File: src/rtl/uart_cmd_responder.sv
// uart_cmd_responder: command engine on the user side of a UART FIFO pair.
// Pops bytes from a first-word-fall-through RX FIFO, parses a register
// read/write protocol, owns a small register bank and pushes one response
// byte per command into the TX FIFO.
//
// Protocol:
//   'W' (0x57), addr, data -> reg[addr] <= data, response 'K' (0x4B)
//   'R' (0x52), addr       -> response reg[addr]
//   other opcode           -> response '?' (0x3F), cmd_err pulse
//   addr >= NUM_REGS       -> response 'E' (0x45), cmd_err pulse, no write
//
// Ports:
//   clk            system clock, rising edge
//   rst            synchronous active-low reset
//   rx_data        RX FIFO head byte (valid when fifo_rx_empty = 0)
//   fifo_rx_empty  RX FIFO empty flag
//   rd             RX FIFO pop, one pulse per consumed byte
//   tx_data        response byte presented to the TX FIFO
//   fifo_tx_full   TX FIFO full flag
//   wr             TX FIFO push, one pulse per response
//   reg_bank       flattened registers, reg i at [8i+7:8i]
//   busy           high whenever the engine is not idle
//   cmd_err        one-cycle pulse on bad opcode, bad address or timeout
module uart_cmd_responder #(
  parameter int unsigned NUM_REGS       = 8,
  parameter int unsigned ADDR_BITS      = 3,
  parameter int unsigned TIMEOUT_CYCLES = 1000000,
  parameter int unsigned TO_BITS        = 20
) (
  input  logic                  clk,
  input  logic                  rst,
  input  logic [7:0]            rx_data,
  input  logic                  fifo_rx_empty,
  output logic                  rd,
  output logic [7:0]            tx_data,
  input  logic                  fifo_tx_full,
  output logic                  wr,
  output logic [NUM_REGS*8-1:0] reg_bank,
  output logic                  busy,
  output logic                  cmd_err
);

  localparam logic [7:0] OpWrite  = 8'h57;
  localparam logic [7:0] OpRead   = 8'h52;
  localparam logic [7:0] RespOk   = 8'h4B;
  localparam logic [7:0] RespErr  = 8'h45;
  localparam logic [7:0] RespUnk  = 8'h3F;
  localparam logic [TO_BITS-1:0] ToLast = TO_BITS'(TIMEOUT_CYCLES - 1);

  typedef enum logic [1:0] {StIdle, StGetAddr, StGetData, StSend} state_e;

  state_e                 state_q, state_d;
  logic                   op_wr_q, op_wr_d;
  logic [ADDR_BITS-1:0]   addr_q, addr_d;
  logic                   addr_bad_q, addr_bad_d;
  logic [7:0]             resp_q, resp_d;
  logic [TO_BITS-1:0]     to_cnt_q, to_cnt_d;
  logic                   err_q, err_d;
  logic [7:0]             regs_q [NUM_REGS];

  logic                   accept;
  logic                   to_expire;
  logic                   reg_we;
  logic [ADDR_BITS-1:0]   rx_idx;
  logic                   rx_bad;

  assign accept = rst && (state_q != StSend) && !fifo_rx_empty;
  assign rx_idx = rx_data[ADDR_BITS-1:0];
  assign rx_bad = 32'(rx_data) >= NUM_REGS;

  always_comb begin
    state_d    = state_q;
    op_wr_d    = op_wr_q;
    addr_d     = addr_q;
    addr_bad_d = addr_bad_q;
    resp_d     = resp_q;
    to_cnt_d   = to_cnt_q;
    err_d      = 1'b0;
    to_expire  = 1'b0;
    reg_we     = 1'b0;

    case (state_q)
      StIdle: begin
        to_cnt_d = '0;
        if (accept) begin
          if (rx_data == OpWrite) begin
            op_wr_d = 1'b1;
            state_d = StGetAddr;
          end else if (rx_data == OpRead) begin
            op_wr_d = 1'b0;
            state_d = StGetAddr;
          end else begin
            resp_d  = RespUnk;
            err_d   = 1'b1;
            state_d = StSend;
          end
        end
      end

      StGetAddr: begin
        if (accept) begin
          to_cnt_d = '0;
          if (op_wr_q) begin
            addr_d     = rx_idx;
            addr_bad_d = rx_bad;
            state_d    = StGetData;
          end else begin
            resp_d  = rx_bad ? RespErr : regs_q[rx_idx];
            err_d   = rx_bad;
            state_d = StSend;
          end
        end else if (to_cnt_q == ToLast) begin
          to_expire = 1'b1;
          to_cnt_d  = '0;
          state_d   = StIdle;
        end else begin
          to_cnt_d = to_cnt_q + 1'b1;
        end
      end

      StGetData: begin
        if (accept) begin
          to_cnt_d = '0;
          reg_we   = !addr_bad_q;
          resp_d   = addr_bad_q ? RespErr : RespOk;
          err_d    = addr_bad_q;
          state_d  = StSend;
        end else if (to_cnt_q == ToLast) begin
          to_expire = 1'b1;
          to_cnt_d  = '0;
          state_d   = StIdle;
        end else begin
          to_cnt_d = to_cnt_q + 1'b1;
        end
      end

      StSend: begin
        // Waits on a full TX FIFO forever; the timeout only covers packet gaps.
        if (!fifo_tx_full) begin
          state_d = StIdle;
        end
      end

      default: state_d = StIdle;
    endcase
  end

  always_ff @(posedge clk) begin
    if (!rst) begin
      state_q    <= StIdle;
      op_wr_q    <= 1'b0;
      addr_q     <= '0;
      addr_bad_q <= 1'b0;
      resp_q     <= '0;
      to_cnt_q   <= '0;
      err_q      <= 1'b0;
    end else begin
      state_q    <= state_d;
      op_wr_q    <= op_wr_d;
      addr_q     <= addr_d;
      addr_bad_q <= addr_bad_d;
      resp_q     <= resp_d;
      to_cnt_q   <= to_cnt_d;
      err_q      <= err_d;
    end
  end

  always_ff @(posedge clk) begin
    if (!rst) begin
      for (int i = 0; i < int'(NUM_REGS); i++) begin
        regs_q[i] <= '0;
      end
    end else if (reg_we) begin
      regs_q[addr_q] <= rx_data;
    end
  end

  for (genvar i = 0; i < int'(NUM_REGS); i++) begin : g_bank
    assign reg_bank[8*i +: 8] = regs_q[i];
  end

  assign rd      = accept;
  assign wr      = rst && (state_q == StSend) && !fifo_tx_full;
  assign tx_data = resp_q;
  assign busy    = rst && (state_q != StIdle);
  // Decode errors are registered so they land after the offending pop;
  // a timeout has no pop and is flagged in the expiry cycle itself.
  assign cmd_err = rst && (err_q || to_expire);

endmodule

File: config.mk
export PLATFORM = sky130hd
export DESIGN_NAME = uart_cmd_responder
export DESIGN_NICKNAME = d
export VERILOG_FILES = /design/src/rtl/uart_cmd_responder.sv
export SDC_FILE = /design/constraint.sdc
export NUM_CORES = 1
export LEC_CHECK = 0
export ABC_AREA = 0
export CORE_UTILIZATION = 57
export DETAILED_ROUTE_END_ITERATION = 8
export GPL_TIMING_DRIVEN = 0
export PLACE_DENSITY = 0.85
export SETUP_SLACK_MARGIN = 0.5
export SLEW_MARGIN = 20
export SYNTH_ARGS = -nofsm -noshare
export SYNTH_HDL_FRONTEND = slang
export SYNTH_SLANG_ARGS = --single-unit
export TNS_END_PERCENT = 100
File: constraint.sdc
create_clock -name clk -period 5.1 [get_ports clk]
set_input_delay 1.02 -clock clk [delete_from_list [all_inputs] [get_ports clk]]
set_output_delay 1.02 -clock clk [all_outputs]
set_load 0.03 [all_outputs]
# After elaboration in Yosys (flattened, before gate mapping)
# Memories as Yosys holds them, arrays and structs flattened.
# Cells that the tools add are included.
# op_classes
addsub	1
order_cmp	1
n_eq_ne	14
mux	42
reduce_logical	21
# ops
cell	n
$mux W8	8
$mux W20	2
$pmux W20 S2	1
$pmux W8 S3	1
$add A20 B1 Y20 const B	1
$eq A20 B20 Y1 const B	1
$mux W1	19
$eq A8 B7 Y1 const B	2
$ne A2 B2 Y1 const B	8
$mux W2	7
$ge A8 B4 Y1 const B	1
$pmux W2 S4	1
$reduce_or A8 Y1	1
$reduce_and A7 Y1	1
$logic_and A1 B1 Y1	6
$reduce_and A3 Y1	2
$reduce_bool A2 Y1	3
$eq A2 B2 Y1 const B	2
$mux W4	1
$logic_not A1 Y1	3
$mux W3	1
$pmux W1 S3	1
$reduce_bool A3 Y1	1
$eq A2 B1 Y1 const B	1
4 further kinds	4
# totals
ff_bits	36
ramBits	64
elab_cells	87
memories	1
# mem_list
memory	words	width	read_ports	rd_ports_with_merged_regs	wr	line	source
regs_q	8	8	9	0	8	59	logic [7:0] regs_q [NUM_REGS];

# Depth between registers and ports, before layout
# Gate-level depths: netlist (run 1).
# depth
ltp_word	10
mapped_depth	8
mapped_depth_nobuf	7

# Least setup slack after synthesis (run 1)
# Ideal clock, no wire load.
# synth_path
path_kind	input-to-reg
startpoint	input port rst
endpoint	memory regs_q[2][0], enable pin
t_arrival_ns	2.649
setup_slack_ns	2.067
cell_stages	6
path_buffers	2
cell_sequence	buf_4 or3b_4 clkinv_2 buf_4 nand3b_2 o21ai_0
# synth_lines
item	line	source
start: declaration	31	input logic rst,
end: declaration	59	

# Final worst setup path (run 1)
# layout_path
startpoint	register to_cnt_q[0]
endpoint	output port cmd_err
# layout_between
elab_chain_len	6
# layout_lines
item	line	source
start: declaration	57	logic [TO_BITS-1:0] to_cnt_q, to_cnt_d;
start signal: assignment	163	to_cnt_q <= to_cnt_d;
$eq A20 B20 Y1	112, 128	
$mux W1	112, 128	
$mux W1	122	if (accept) begin
$mux W1	--	
$logic_or A1 B1 Y1	188	assign cmd_err = rst && (err_q || to_expire);
$logic_and A1 B1 Y1	188	
end: declaration	40	output logic cmd_err
# Every way passes these cells.

==> qor.txt, run 1 <==
Detail Route Antenna Nets = 0
Total GRT Usage = 31.2%
Routed wire length = 13500 um
Drt wl/cell = 20.7 um
# resized after CTS = 0
Hold wc startpoint = to_cnt_q[19]$_SDFFE_PN0P_
CP peak stage delay = 0.66 ns
Final Instance Area = 6210 um2
Seq/Total Area, Yosys = 52.3%
Hold slack = 0.495 ns
Net count after synthesis = 470
Placed instance count = 640
Worst slew margin = 40.8%
Worst Setup End Kind = primary output
Max_cap viols = 0
Synth warn = 0
Critical Path RT = 4.08 ns
Net Sw Frac = 35.8%
Total Power = 2.09 mW
Routed vias = 4050
Commonest non-fill, non-tap cell in the layout = clkdlybuf4s50_1
Clock latency on the worst-skew pair = 0.37 ns
Static leakage = 2.23 nW
Hold path depth = 2
Critical Path Source Type = register
RSZ-0062 raised after global routing = false
Setup bufs post-CTS = 0
Ys async rst share = 0%
Psw = 0.749 mW
Die ar. = 9250 um2
Worst-Margin Slew = 0.882 ns
Status = finished clean
Placed cell area = 6020 um2
Number of synthesized flops with an enable pin = 64
Worst VDD drop = 0.179 mV
Antenna diode instance count = 0
Clk sinks = 100
DRT iter0 DRCs = 277
# DRC = 0
Number of port buffers = 83
Initial core utilization = 60.3%
Synth Flop Type = edfxtp_1
CTS tree = done
Core Area = 8380 um2
Routed wl met3 = 1020 um
Max Slew Vio Count = 0
Filler Cell Count = 594
Finished Layout Cells = 656
CTS Hold Buffers Added = 0
Crit Path Max Fanout = 6
Largest net degree at the start of global routing = 20
Crit Path Class = register to primary output
Core Util, Final = 74.1%
Power per cell area = 337 nW/um2
Synth unique cells = 58
DP Worst Slack = 1.30 ns
Highest clock rate = 262 MHz
Min-Delay Path Class = register to register
Mapped cell area = 5050 um2
Crit-path cells = ha_1 > and4_1 > buf_2 > nand4_1 > or2_2 > nor2_1 > o21a_1 > clkdlybuf4s50_1
Final period utilization = 75.0%
CTS Buffer Depth = 2
Clock-pin slew on the worst setup and hold paths = 0.10 ns
Placer Congestion = 0.871
GRT overflow = 0
Cells on worst reg2reg path = 7
#FFs+latches synth = 100
R2r endpoint = regs_q[1][7]$_SDFFCE_PN0P_
Clock root buffer = clkbuf_8
CP arrival = 2.80 ns
Detail Placement HPWL = 9930 um
TNS Setup = 0 ns
Endpoints failing setup = 0
H-tree depth = 3
Worst Hold End = to_cnt_q[19]$_SDFFE_PN0P_
Max layer used = met4
Flop pwr share = 46.1%
Fin Clk Skew = 0.0130 ns
Syn Inst Count = 452
Area Overhead vs Synth = 22.8%
Synthesized area per cell = 11.2 um2
First-pass iteration count of the detailed router = 6
Clock share of power = 23.7%
Die Ht = 96.2 um
Layout cells sized above 1 = 10.3%
Ports = 88
Reg2reg start = state_q[0]$_SDFFE_PN0P_
R2R Setup Slk = 2.32 ns
Min Tclk post-route = 3.82 ns
First-pass GRT wire length = 20700 um
Initial antenna violation count = 0
Die width = 96.2 um
Final #Nets = 564
Fin. Hold Viols = 0
Logic pwr share = 30.2%
Met1 Wirelength = 5200 um
Cell Rows = 33
CTS Buf Count = 9
Int Pwr = 1.34 mW
FF+latch area = 2640 um2
Most frequent cells in the layout = clkdlybuf4s50_1, and2_1, edfxtp_1
Area of the multi-input gates = 2260 um2
Final setup margin = 1.28 ns
Number of global-route vias before repair = 3809
Via density = 6.17
CP max-delay cell = clkdlybuf4s50_1
Wire length on met2 = 7040 um
==> how the worst max path moves through the flow <==
stage | from | end | slack (ns) | depth (start not counted)
final | to_cnt_q[0]$_SDFFE_PN0P_ | cmd_err | 1.28 | 8
after global routing | to_cnt_q[0]$_SDFFE_PN0P_ | cmd_err | 1.14 | 8
after CTS | to_cnt_q[0]$_SDFFE_PN0P_ | cmd_err | 1.28 | 8
after detailed placement | fifo_rx_empty | rd | 1.30 | 5
after global placement | fifo_rx_empty | rd | 1.31 | 5
after floorplan | rst | regs_q[2][0]$_SDFFCE_PN0P_ | 2.07 | 6
==> kinds of logic after synthesis <==
group | Yosys count | synth area share (%)
adder cells (fa/ha/maj) | 6 | 1.49
flip-flops | 100 | 52.3
AND/OR/NAND/NOR | 216 | 24.2
XOR/XNOR | 6 | 1.04
buffers and inverters | 30 | 2.92
AO/OA/AOI/OAI | 60 | 8.07
multiplexers | 34 | 9.95
==> layer usage <==
| layer | track usage (%) | vias up |
|---|---|---|
| met3 | 6.64 | 31 |
| met5 | 0 | - |
| li1 | - | 1845 |
| met1 | 38.3 | 1964 |
| met2 | 54.4 | 210 |
| met4 | 10.2 | 0 |
==> synth_stat cells (all sizes together) (3+ instances only) <==
library cell,n,area [um2]
buf,11,75.1
nor3,11,65.1
edfxtp,64,1920
or3,3,23.8
o21a,3,22.5
and2,66,413
mux4,13,293
nand3,24,125
nand3b,6,48.8
nand2,28,108
xnor2,4,35.0
mux2i,21,210
a31oi,10,62.6
inv,4,15.0
ha,6,75.1
dfxtp,36,721
or4,8,60.1
clkbuf,13,48.8
nor2,41,161
and3,3,18.8
nor2b,4,25.0
and4,3,26.3
a21oi,13,65.1
o21ai,20,108
nand2b,7,43.8
==> state kept, by name (all words and copies together) (netlist names) <==
register / flops
op_wr_q: 1
tx_data: 8
addr_q: 3
regs_q: 64
state_q: 2
err_q: 1
addr_bad_q: 1
to_cnt_q: 20
==> critical path, delay by kind of cell, from the launching register on <==
| family | cells | cell delay, ns |
|---|---|---|
| compound gates | 1 | 0.12 |
| fa+ha+maj | 1 | 0.23 |
| buf+inv | 2 | 0.83 |
| flops | 1 | 0.42 |
| simple gates | 4 | 0.84 |
==> power groups by stage <==
stage	Clock (mW)	Sequential, mW	Combinational, mW
6_report	0.496	0.965	0.632
5_1_grt	0.523	0.972	0.678
4_1_cts	0.496	0.964	0.629
3_5_place_dp	0	0.980	0.626
3_3_place_gp	0	0.976	0.608
2_1_floorplan	0	1.07	0.321
==> area by class of cell <==
| type | count | area share (%) |
|---|---|---|
| Inverter | 6 | 0.383 |
| Timing Repair Buffer | 83 | 13.4 |
| Clock buffer | 9 | 2.00 |
| Multi-Input combinational cell | 322 | 36.5 |
| Clock inverter | 7 | 1.09 |
| Sequential cell | 100 | 42.6 |
| Buffer | 24 | 2.00 |
| Tap cell | 105 | 2.12 |
No activity file was read; power rests on OpenSTA's default activity.
==> inputs of run 2 (changes only) <==
CORE_UTILIZATION = 53   (was 57)
PLACE_DENSITY = 0.8   (was 0.85)
clock period = 3.89 ns   (was 5.1 ns; I/O delays follow)
==> run 2 against run 1 <==
Net effect:
- combinational power is 29% higher
- wire length shrank 7.4%
- clock skew is 0.0031 ns higher
- sequential share of layout area down 0.060 points
- flip-flop and latch count unchanged
- non-clock buffer count did not move
- global-route usage down 4.7 points
- clock-buffer cell count stayed put
- first-iteration DRC count is 39% lower
- power up 29%
==> qor.txt, run 2 (synthesized netlist as in run 1, its figures left out) <==
Status = finished clean
Crit Path Class = primary input to primary output
Flop pwr share = 46.9% (+0.8 points)
Static leakage = 2.23 nW (about the same)
Area Overhead vs Synth = 23.0%
Highest clock rate = 313 MHz
Min Tclk post-route = 3.20 ns
Worst Setup End Kind = primary output
Layout cells sized above 1 = 10.4% (+0.019 points)
Clk sinks = 100 (unchanged)
TNS Setup = 0 ns (unchanged)
Max Slew Vio Count = 0 (unchanged)
Detail Route Antenna Nets = 0 (unchanged)
GRT overflow = 0 (unchanged)
Clock share of power = 22.8% (-0.9 points)
Largest net degree at the start of global routing = 18 (-10%)
Die ar. = 9930 um2 (+7.4%)
Fin. Hold Viols = 0 (unchanged)
Worst slew margin = 39.9% (-0.92 points)
Core Area = 9240 um2 (+10%)
Routed vias = 3893 (-3.9%)
Routed wire length = 12500 um (-7.4%)
Clock latency on the worst-skew pair = 0.37 ns (about the same)
Crit-path cells = buf_4 > clkinv_1 > clkbuf_1 > nor2_1 > clkdlybuf4s50_1
# DRC = 0 (unchanged)
Critical Path Source Type = primary input
Commonest non-fill, non-tap cell in the layout = clkdlybuf4s50_1
Endpoints failing setup = 0 (unchanged)
Placer Congestion = 0.860 (-1.3%)
Power per cell area = 433 nW/um2 (+29%)
Drt wl/cell = 18.5 um (-11%)
Final #Nets = 564 (unchanged)
Final period utilization = 82.3%
CP peak stage delay = 0.68 ns (+0.02 ns)
Max reg flops = 64 (unchanged)
Final setup margin = 0.690 ns (-0.587 ns)
First-pass iteration count of the detailed router = 4 (-2)
Clock-pin slew on the worst setup and hold paths = 0.10 ns (about the same)
Cell family with most CP delay = buffers and inverters
CP bufs+invs = 4 (+2)
Die width = 99.6 um (+3.6%)
Most frequent cells in the layout = clkdlybuf4s50_1, and2_1, edfxtp_1
Initial core utilization = 54.7% (-5.6 points)
Psw = 0.946 mW (+26%)
Hold slack = 0.497 ns (+0.00219 ns)
RSZ-0062 raised after global routing = false
CP max-delay cell = clkdlybuf4s50_1
Total GRT Usage = 26.4% (-4.7 points)
Fin Clk Skew = 0.0161 ns (+0.00311 ns)
Antenna diode instance count = 0 (unchanged)
CTS Buffer Depth = 2 (unchanged)
Ports = 88 (unchanged)
CTS Buf Count = 9 (unchanged)
Setup bufs post-CTS = 0 (unchanged)
Worst VDD drop = 0.246 mV (+37%)
Number of global-route vias before repair = 3839 (+0.79%)
DP Worst Slack = 0.438 ns (-0.859 ns)
Max_cap viols = 0 (unchanged)
Number of port buffers = 83 (unchanged)
Int Pwr = 1.75 mW (+30%)
CTS tree = done
Die Ht = 99.6 um (+3.6%)
H-tree depth = 3 (unchanged)
Logic pwr share = 30.4% (+0.2 points)
Critical Path RT = 3.11 ns (-0.97 ns)
Clock root buffer = clkbuf_8
Via density = 5.73 (-7.1%)
Net Sw Frac = 35.1% (-0.68 points)
Crit Path Max Fanout = 10 (+4)
Initial antenna violation count = 0 (unchanged)
First-pass GRT wire length = 19900 um (-3.9%)
Placed cell area = 6050 um2 (+0.50%)
Top reg by flops = regs_q
Final Instance Area = 6220 um2 (+0.14%)
DRT iter0 DRCs = 169 (-39%)
Worst-Margin Slew = 0.896 ns (+0.0138 ns)
Cell Rows = 35 (+6.1%)
CP arrival = 2.42 ns (-0.38 ns)
Min-Delay Path Class = register to register
Detail Placement HPWL = 9450 um (-4.9%)
==> run 2: cell types whose count changed in the layout (fill, tap and decap cells not counted), sizes merged <==
cell,change
clkdlybuf4s50,-2
clkinvlp,+2
clkbuf,+1
inv,-1
clkinv,-2
dlymetal6s2s,+1
==> run 2: area by class of cell <==
class,count,area [um2]
buffer,24,124
clock buffer,9,124
clock inverter,6,48.8
fill,699,3020
inverter,6,23.8
multi-input combinational,322,2260
sequential,100,2640
tap,129,161
timing repair buffer,83,828
==> run 2: metrics by stage <==
stage	instances	utilization (%)	power (mW)
floorplan	452	-	1.82
global placement	664	65.4	2.08
detailed placement	664	65.4	2.10
CTS	679	67.3	2.69
global route	679	67.3	2.80
finish	679	67.3	2.69
==> run 2: worst paths after layout <==
path | startpoint | end | slack (ns) | cells after the start
max reg2reg | state_q[0]$_SDFFE_PN0P_ | regs_q[0][7]$_SDFFCE_PN0P_ | 1.05 | 7
max | rst | busy | 0.69 | 5
min | to_cnt_q[19]$_SDFFE_PN0P_ | to_cnt_q[19]$_SDFFE_PN0P_ | 0.50 | 2
min reg2reg | to_cnt_q[19]$_SDFFE_PN0P_ | to_cnt_q[19]$_SDFFE_PN0P_ | 0.50 | 2
==> run 2: power groups by stage <==
stage / combinational [mW] / clock [mW] / sequential (mW)
floorplan: 0.421 / 0 / 1.40
global placement: 0.803 / 0 / 1.28
detailed placement: 0.814 / 0 / 1.29
CTS: 0.816 / 0.615 / 1.26
global route: 0.884 / 0.648 / 1.27
finish: 0.817 / 0.614 / 1.26
==> run 2: timing repair <==
action	CTS	global route
resized for setup	1	3
endpoints found under the setup margin	1	2
hold buffers	0	0
==> run 2: worst min-delay path: cells and delay by family, from the launching register on <==
| kind | cells | cell delay (ns) |
|---|---|---|
| DFF | 1 | 0.33 |
| AOI/OAI and AO/OA | 2 | 0.13 |
==> run 2: per-layer routing <==
layer	global-route usage (%)	share of wire [%]	vias to the layer above
met3	6.25	5.9	20
met4	8.60	1.8	0
met5	0	0	-
met2	45.7	51	132
met1	32.7	42	1905
li1	-	-	1836
==> inputs of run 3 (changes only) <==
CORE_UTILIZATION = 48   (was 53)
PLACE_DENSITY = 0.76   (was 0.8)
clock period = 2.65 ns   (was 3.89 ns; I/O delays follow)
==> run 3 against run 2 <==
Net effect:
- worst hold slack worse by 0.069 ns
- global-route usage shrank 0.48 points
- power is 56% higher
- wire length rose by 8.3%
- setup slack lost 0.59 ns
- largest power group unchanged
==> qor.txt, run 3 (synthesized netlist as in run 1, its figures left out) <==
Status = finished clean
GRT overflow = 0 (unchanged)
Number of global-route vias before repair = 4070 (+6.0%)
Via density = 5.69 (-0.68%)
Filler Cell Count = 817 (+17%)
Largest net degree at the start of global routing = 17 (-1)
Max_cap viols = 0 (unchanged)
Commonest non-fill, non-tap cell in the layout = clkdlybuf4s50_1
Top Usage Layer GRT = met2
Clock share of power = 24.3% (+1.5 points)
Static leakage = 2.39 nW (+7.4%)
CTS Buffer Depth = 2 (unchanged)
Die ar. = 10900 um2 (+10%)
Drt wl/cell = 19.4 um (+5.1%)
Worst VDD drop = 0.419 mV (+70%)
Ports = 88 (unchanged)
Power per cell area = 639 nW/um2 (+48%)
Highest clock rate = 392 MHz
Int Pwr = 2.76 mW (+58%)
CP arrival = 2.02 ns (-0.40 ns)
Max Slew Vio Count = 0 (unchanged)
Logic pwr share = 31.5% (+1.1 points)
DRT iter0 DRCs = 249 (+47%)
Core Area = 10300 um2 (+11%)
Routed wire length = 13600 um (+8.3%)
Total GRT Usage = 26.0% (-0.48 points)
Cell Rows = 37 (+5.7%)
Die width = 105 um (+5.0%)
Placer Congestion = 0.862 (+0.29%)
Clock-pin slew on the worst setup and hold paths = 0.11 ns (about the same)
RSZ-0062 raised after global routing = true
Psw = 1.45 mW (+53%)
Area Overhead vs Synth = 30.4%
H-tree depth = 3 (unchanged)
Initial antenna violation count = 0 (unchanged)
Clock root buffer = clkbuf_8
Met2 track demand over resource = 43.8% (-1.9 points)
Most frequent cells in the layout = clkdlybuf4s50_1, and2_1, edfxtp_1
Detail Placement HPWL = 9640 um (+2.1%)
Placed instance count = 671 (+1.1%)
Fin Clk Skew = 0.0146 ns (-0.00158 ns)
Total Power = 4.21 mW (+56%)
Detail Route Antenna Nets = 0 (unchanged)
First-pass GRT wire length = 21400 um (+7.7%)
Number of port buffers = 83 (unchanged)
Antenna diode instance count = 0 (unchanged)
Clock latency on the worst-skew pair = 0.39 ns (+0.02 ns)
Endpoints failing setup = 0 (unchanged)
Layout cells sized above 1 = 18.4% (+8.1 points)
CTS tree = done
Critical Path RT = 2.12 ns (-0.99 ns)
# DRC = 0 (unchanged)
Critical Path Source Type = register
Die Ht = 105 um (+5.0%)
Net Sw Frac = 34.4% (-0.76 points)
Top reg by flops = regs_q
Clk sinks = 100 (unchanged)
Min-Delay Path Class = primary input to register
Final period utilization = 96.2%
Max reg flops = 64 (unchanged)
Initial core utilization = 49.2% (-5.5 points)
Worst Setup End Kind = primary output
Min Tclk post-route = 2.55 ns
Final #Nets = 577 (+2.3%)
Routed vias = 3986 (+2.4%)
Crit Path Max Fanout = 2 (-8)
Worst slew margin = 63.3% (+23 points)
Fin. Hold Viols = 0 (unchanged)
CTS Hold Buffers Added = 0 (unchanged)
Finished Layout Cells = 700 (+3.1%)
Worst-Margin Slew = 0.550 ns (-0.346 ns)
M3 GR Usage = 4.74% (-1.5 points)
CTS Buf Count = 9 (unchanged)
First-pass iteration count of the detailed router = 5 (+1)
Crit Path Class = register to primary output
Flop pwr share = 44.2% (-2.7 points)
M1 GR Usage = 32.4% (-0.34 points)
[run 3: cell count changes in the layout (fill, tap and decap cells not counted), sizes merged]
cell / previous run / this run
clkbuf: 23 / 24
clkinvlp: 2 / 0
dlygate4sd2: 0 / 3
bufinv: 0 / 1
dlymetal6s2s: 1 / 2
buf: 11 / 28
clkdlybuf4s50: 81 / 75
inv: 6 / 5
[run 3: final timing paths]
kind	startpoint	endpoint	slack, ns	depth (start not counted)
setup / recovery	to_cnt_q[10]$_SDFFE_PN0P_	cmd_err	0.10	7
hold / removal	rst	tx_data[7]$_SDFFE_PN0P_	0.43	3
setup reg to reg	state_q[0]$_SDFFE_PN0P_	regs_q[6][6]$_SDFFCE_PN0P_	0.53	6
hold reg to reg	to_cnt_q[19]$_SDFFE_PN0P_	to_cnt_q[19]$_SDFFE_PN0P_	0.50	2
[run 3: per-stage QoR]
| stage | hold WS [ns] | setup WS, ns | util, % | area (um2) | setup TNS, ns |
|---|---|---|---|---|---|
| 6_report | 0.428 | 0.101 | 64.1 | 6590 | 0 |
| 5_1_grt | 0.420 | 0.0496 | 64.1 | 6590 | 0 |
| 4_1_cts | 0.426 | 0.0549 | 63.5 | 6530 | 0 |
| 3_5_place_dp | 0.479 | -0.258 | 59.9 | 6160 | -1.61 |
| 3_3_place_gp | 0.457 | -0.216 | 59.9 | 6160 | -0.920 |
| 2_1_floorplan | 0.447 | 0.497 | - | 5150 | 0 |
[run 3: per-layer routing]
metal	share of wire, %	wire length (um)	vias up
li1	-	-	1868
met1	41	5510	1934
met2	51	6940	159
met3	6.0	820	25
met4	2.3	311	0
met5	0	0	-
[run 3: cell type report]
type / count / area [um2] / share of cell area (%)
Clock buffer: 12 / 145 / 2.20
Inverter: 6 / 27.5 / 0.418
Sequential cell: 100 / 2660 / 40.4
Timing Repair Buffer: 96 / 931 / 14.1
Clock inverter: 4 / 56.3 / 0.855
Multi-Input combinational cell: 322 / 2430 / 36.8
Tap cell: 136 / 170 / 2.58
Buffer: 24 / 173 / 2.62
[run 3: power groups by stage]
stage	Sequential (mW)	Combinational, mW	Clock, mW
after detailed placement	1.89	1.23	0
after CTS	1.86	1.31	1.02
final	1.86	1.33	1.02
after global placement	1.88	1.21	0
after global routing	1.87	1.42	1.09
after floorplan	2.05	0.640	0
[run 3: repair_timing]
item,CTS,global route
endpoints found under the setup margin,147,65
buffers inserted,11,2
endpoints found under the hold margin,0,0
gates resized for setup,49,13
pin swaps,8,5
[run 3: critical path: stages, from the launching register on]
cell	delay, ns
dfxtp_2	0.34
buf_8	0.11
nand2b_4	0.12
or4_4	0.44
or2_4	0.27
nor2_1	0.08
o21a_2	0.15
buf_6	0.13
